**src/rtl/vrlp_pkg.sv**
```systemverilog
// Shared constants and state encoding for the VRLP deframer.
package vrlp_pkg;

    localparam logic [31:0] DEF_VRLP_MAGIC = 32'h5652_4C50;
    localparam logic [31:0] DEF_VEND_MAGIC = 32'h5645_4E44;

    localparam int unsigned MAGIC_HI = 63;
    localparam int unsigned MAGIC_LO = 32;
    localparam int unsigned LEN_HI   = 19;
    localparam int unsigned LEN_LO   = 0;
    localparam int unsigned LEN_W    = 20;

    typedef enum logic [1:0] {
        HDR  = 2'd0,
        BODY = 2'd1,
        DROP = 2'd2
    } state_t;

endpackage

```
**src/rtl/axis_lookahead_reg.sv**
```systemverilog
// One-line hold register: a line leaves only when its successor arrives,
// so the successor's tlast becomes the held line's tlast.
module axis_lookahead_reg (
    input  logic        clk,
    input  logic        reset,
    input  logic        clear,
    input  logic        active,
    input  logic [63:0] in_data,
    input  logic        in_last,
    input  logic        in_valid,
    output logic        in_ready,
    output logic [63:0] out_data,
    output logic        out_last,
    output logic        out_valid,
    input  logic        out_ready,
    output logic        hold_valid
);

    logic [63:0] hold;
    logic        take;

    assign in_ready  = !hold_valid || out_ready;
    assign out_valid = active && hold_valid && in_valid;
    assign out_data  = hold;
    assign out_last  = in_last;
    assign take      = active && in_valid && in_ready;

    always_ff @(posedge clk or negedge reset) begin
        if (!reset) begin
            hold       <= '0;
            hold_valid <= 1'b0;
        end else if (clear) begin
            hold       <= '0;
            hold_valid <= 1'b0;
        end else if (take) begin
            if (in_last) begin
                hold_valid <= 1'b0;
            end else begin
                hold       <= in_data;
                hold_valid <= 1'b1;
            end
        end
    end

endmodule

```
**src/rtl/vrlp_to_cvita.sv**
```systemverilog
// Strips VRLP header/trailer lines and forwards the enclosed CVITA packet.
// Optional VRLP_TO_CVITA_LEN_CHECK_EN verifies vrlp_len against the body line count.
module vrlp_to_cvita
    import vrlp_pkg::*;
#(
    parameter logic [31:0] VRLP_MAGIC = DEF_VRLP_MAGIC,
    parameter logic [31:0] VEND_MAGIC = DEF_VEND_MAGIC
) (
    input  logic        clk,
    input  logic        reset,
    input  logic        clear,
    input  logic [63:0] i_tdata,
    input  logic        i_tlast,
    input  logic        i_tvalid,
    output logic        i_tready,
    output logic [63:0] o_tdata,
    output logic        o_tlast,
    output logic        o_tvalid,
    input  logic        o_tready,
    output logic        o_err
);

    state_t state;
    logic   body_ready;
    logic   hold_valid;
    logic   accept;
    logic   magic_ok;
    logic   vend_ok;
    logic   len_bad;
    logic   trailer_err;

    axis_lookahead_reg u_hold (
        .clk        (clk),
        .reset      (reset),
        .clear      (clear),
        .active     (state == BODY),
        .in_data    (i_tdata),
        .in_last    (i_tlast),
        .in_valid   (i_tvalid),
        .in_ready   (body_ready),
        .out_data   (o_tdata),
        .out_last   (o_tlast),
        .out_valid  (o_tvalid),
        .out_ready  (o_tready),
        .hold_valid (hold_valid)
    );

    assign i_tready = (state == BODY) ? body_ready : 1'b1;
    assign accept   = i_tvalid && i_tready;
    assign magic_ok = i_tdata[MAGIC_HI:MAGIC_LO] == VRLP_MAGIC;
    assign vend_ok  = i_tdata[MAGIC_HI:MAGIC_LO] == VEND_MAGIC;

`ifdef VRLP_TO_CVITA_LEN_CHECK_EN
    logic [LEN_W-1:0] len_exp;
    logic [LEN_W-1:0] n_lines;

    // Expected word count is 2N+3; compare one bit wider so it cannot wrap.
    assign len_bad = ({n_lines, 1'b0} + 21'd3) != {1'b0, len_exp};

    always_ff @(posedge clk or negedge reset) begin
        if (!reset) begin
            len_exp <= '0;
            n_lines <= '0;
        end else if (clear) begin
            len_exp <= '0;
            n_lines <= '0;
        end else if (accept) begin
            if (state == HDR) begin
                len_exp <= i_tdata[LEN_HI:LEN_LO];
                n_lines <= '0;
            end else if (state == BODY && !i_tlast) begin
                n_lines <= n_lines + 1'b1;
            end
        end
    end
`else
    assign len_bad = 1'b0;
`endif

    assign trailer_err = !hold_valid || !vend_ok || len_bad;

    always_ff @(posedge clk or negedge reset) begin
        if (!reset) begin
            state <= HDR;
            o_err <= 1'b0;
        end else if (clear) begin
            state <= HDR;
            o_err <= 1'b0;
        end else begin
            o_err <= 1'b0;
            if (accept) begin
                case (state)
                    HDR: begin
                        if (i_tlast) begin
                            o_err <= 1'b1;
                        end else if (magic_ok) begin
                            state <= BODY;
                        end else begin
                            state <= DROP;
                            o_err <= 1'b1;
                        end
                    end
                    BODY: begin
                        if (i_tlast) begin
                            state <= HDR;
                            o_err <= trailer_err;
                        end
                    end
                    DROP: begin
                        if (i_tlast) state <= HDR;
                    end
                    default: state <= HDR;
                endcase
            end
        end
    end

endmodule

```
**config.mk**
```make
export PLATFORM = sky130hd
export DESIGN_NAME = vrlp_to_cvita
export DESIGN_NICKNAME = d
export VERILOG_FILES = /design/src/rtl/vrlp_pkg.sv /design/src/rtl/axis_lookahead_reg.sv /design/src/rtl/vrlp_to_cvita.sv
export SDC_FILE = /design/constraint.sdc
export NUM_CORES = 1
export LEC_CHECK = 0
export ABC_AREA = 1
export CORE_MARGIN = 1.5
export CORE_UTILIZATION = 44
export DETAILED_ROUTE_END_ITERATION = 8
export MAX_ROUTING_LAYER = met4
export PLACE_DENSITY = 0.9
export SYNTH_ARGS = -nofsm -noshare
export SYNTH_HDL_FRONTEND = slang
export SYNTH_SLANG_ARGS = --single-unit
export TNS_END_PERCENT = 50
```
**constraint.sdc**
```tcl
create_clock -name clk -period 4.15 [get_ports clk]
set_clock_uncertainty 0.2 [all_clocks]
set_input_delay 1.0375 -clock clk [delete_from_list [all_inputs] [get_ports clk]]
set_output_delay 1.0375 -clock clk [all_outputs]
set_load 0.005 [all_outputs]
```
==> key figures <==
Synth
  • #FFs+latches synth: 68
  • Sequential fraction of the synthesis area: 54.6%
  • YS warnings: 0
  • Yosys top cell by area: dfrtp_1
  • Syn Nets: about 420
  • Syn Inst Count: between 300 and 400
  • Syn Std Cell Area: 3120 um^2
  • Synth cell types: 21
  • Yosys top cell area share: 54.6%
  • Mean Syn Cell Area: 8.85 um^2
  • Synth top area cells: dfrtp_1, inv_1, nand3_1

Power and ir drop
  • Leakage power: 2.10 nW
  • Worst vdd ir: 0.182 mV
  • Pwr Density: a little over 300 nW/um^2

Layout
  • FF/Latch Area: 1700 um^2
  • Share of cells above drive strength 1: 8.76%
  • Nets: between 500 and 600
  • Commonest cells after routing, fill and taps aside: clkdlybuf4s50_1, inv_1, dfrtp_1
  • Commonest non-fill, non-tap cell in the layout: clkdlybuf4s50_1
  • Filler Cell Count: 574
  • Final Non-Filler Cells: 587
  • Layout Area Growth over Synthesis: 50.5%
  • Antenna diode count: 0
  • Multi-input gate area: about 950 um^2

Critical path
  • Reg2Reg Capture Point: u_hold.out_data[42]$_DFFE_PN0P_
  • Crit Path Max Fanout: 4
  • Reg-to-reg startpoint: state[1]$_DFFE_PN0P_
  • R2R cell count: 7
  • Critical Path Start: i_tvalid
  • Startpoint types: input pin
  • Critical setup path kind: in2out
  • Worst Setup End Kind: output pin
  • Crit path DAT: 2240 ps
  • Worst Path Required: slightly below 3000 ps
  • Reg2Reg Setup Slack: 2040 ps

Run
  • Max-cap check violation count: 0

Floorplanning
  • Die area: ~7600 um^2
  • Initial Util: 45.6%
  • IO Count: between 100 and 150
  • Cell Rows: 30
  • Area of the core: 6830 um^2
  • Die height: 87.2 um
  • DIE WIDTH: 87.2 um

STA
  • Post-Route Setup TNS: 0 ps
  • Slew headroom: between 50% and 60%
  • Unrepaired setup endpoints after global routing: no
  • Worst slew pin tran: 699 ps
  • Minimum clock period: 3470 ps
  • Max Fclk: 0.288 GHz
  • Hold slack: ~320 ps
  • Final max-slew violation count: 0
  • Final period util: 83.7%
  • Fin. Hold Viols: 0
  • Final Setup Violations: 0

GRT
  • Largest net degree at the start of global routing: 45
  • Global route overflow: 0
  • Overall Global Routing Usage: 22.7%
  • First-pass GRT wire length: 12.8 mm
  • Number of global-route vias before repair: 2866
  • Antenna violations before repair: 0

Min path
  • Worst hold path class: reg2reg
  • Hold Path Depth: 2
  • Hold path startpoint: state[1]$_DFFE_PN0P_
  • Hold endpoint: state[1]$_DFFE_PN0P_

Place
  • Cells after DPL: 572
  • Port buffer count: 137
  • Post-DP HPWL: between 5 and 6 mm
  • Placer Congestion: 0.811

Run status
  • Status: finished clean

Route
  • Via density per instance: between 4 and 5
  • DR WL/cell: 13.5 um
  • Drt pass-1 iters: 4
  • Post-route ant nets: 0
  • Vias: ~2800
  • Final WL: 7.92 mm
  • DRT iter0 DRCs: 153
  • DRC viols: 0

Clock network
  • CTS tree: built
  • Hold-fix buffers at CTS: 0
  • # resized after CTS: 0
  • Worst-path clk slew: 60 ps
  • Clock Sinks: 68
  • CTS root buf: clkbuf_8
  • CTS Buffer Depth: 2
  • Inserted Clock Buffers: 9
  • H-tree depth: 3
  • Clk_lat worst skew: 310 ps
  • Postcts setup bufs: 0
## state kept, by name, summed over array words and instances, names as in the netlist
register and flops:
o_err 1, u_hold.hold_valid 1, state 2, u_hold.out_data 64
## synthesized netlist by cell type (all sizes together)
| cell type | n |
|---|---|
| o211ai | 1 |
| o22ai | 22 |
| nand2 | 35 |
| buf | 16 |
| dfrtp | 68 |
| nand3 | 48 |
| clkbuf | 3 |
| ha | 2 |
| nand4 | 2 |
| nor2 | 18 |
| a21oi | 1 |
| inv | 92 |
| o21ai | 44 |
## logic make-up (layout without fill, tap and decap cells)
| kind of cell | after synthesis | after routing | synth area share, % |
|---|---|---|---|
| buf+inv | 111 | 250 | 14.9 |
| simple gates | 103 | 103 | 16.1 |
| compound gates | 68 | 68 | 13.6 |
| flops | 68 | 68 | 54.6 |
| fa+ha+maj | 2 | 2 | 0.803 |
## layer usage
metal,vias up,part of all wire [%],global-route usage (%)
met5,-,0,-
met4,0,2.6,11.0
met3,18,6.0,4.27
met2,107,51,39.0
met1,1283,41,25.4
li1,1373,-,-
## worst max path at each step
stage | endpoint
after detailed placement | o_tvalid
final | o_tvalid
after global placement | o_tvalid
after CTS | o_tvalid
after global routing | o_tvalid
after floorplan | o_tvalid
## layout make-up
cell class                      count  area share (%)
Clock inverter                      3           0.320
Timing Repair Buffer              143            30.3
Sequential cell                    68            36.3
Multi-Input combinational cell    173            20.3
Tap cell                           96            2.56
Clock buffer                       12            2.88
Inverter                           92            7.36
## power breakdown
part / internal [mW] / leakage, nW / switching [mW]
Sequential: 0.710 / 0.896 / 0.0255
Combinational: 0.172 / 1.13 / 0.123
Clock: 0.211 / 0.0800 / 0.219
Total: 1.09 / 2.10 / 0.367
## through the flow
step                      utilization [%]  power, mW  cell area [um^2]  setup slack [ps]
after floorplan                         -      0.846              3120              1740
after global placement               66.5       1.04              4540               693
after detailed placement             66.5       1.04              4540               679
after CTS                            68.7       1.48              4690               677
after global routing                 68.7       1.54              4690               637
final                                68.7       1.46              4690               677
## critical path: stages
cell and delay (ps):
clkdlybuf4s50_1 540, nand2_1 70, nor2_1 80, clkdlybuf4s50_1 510
(Power assumes the default switching activity.)
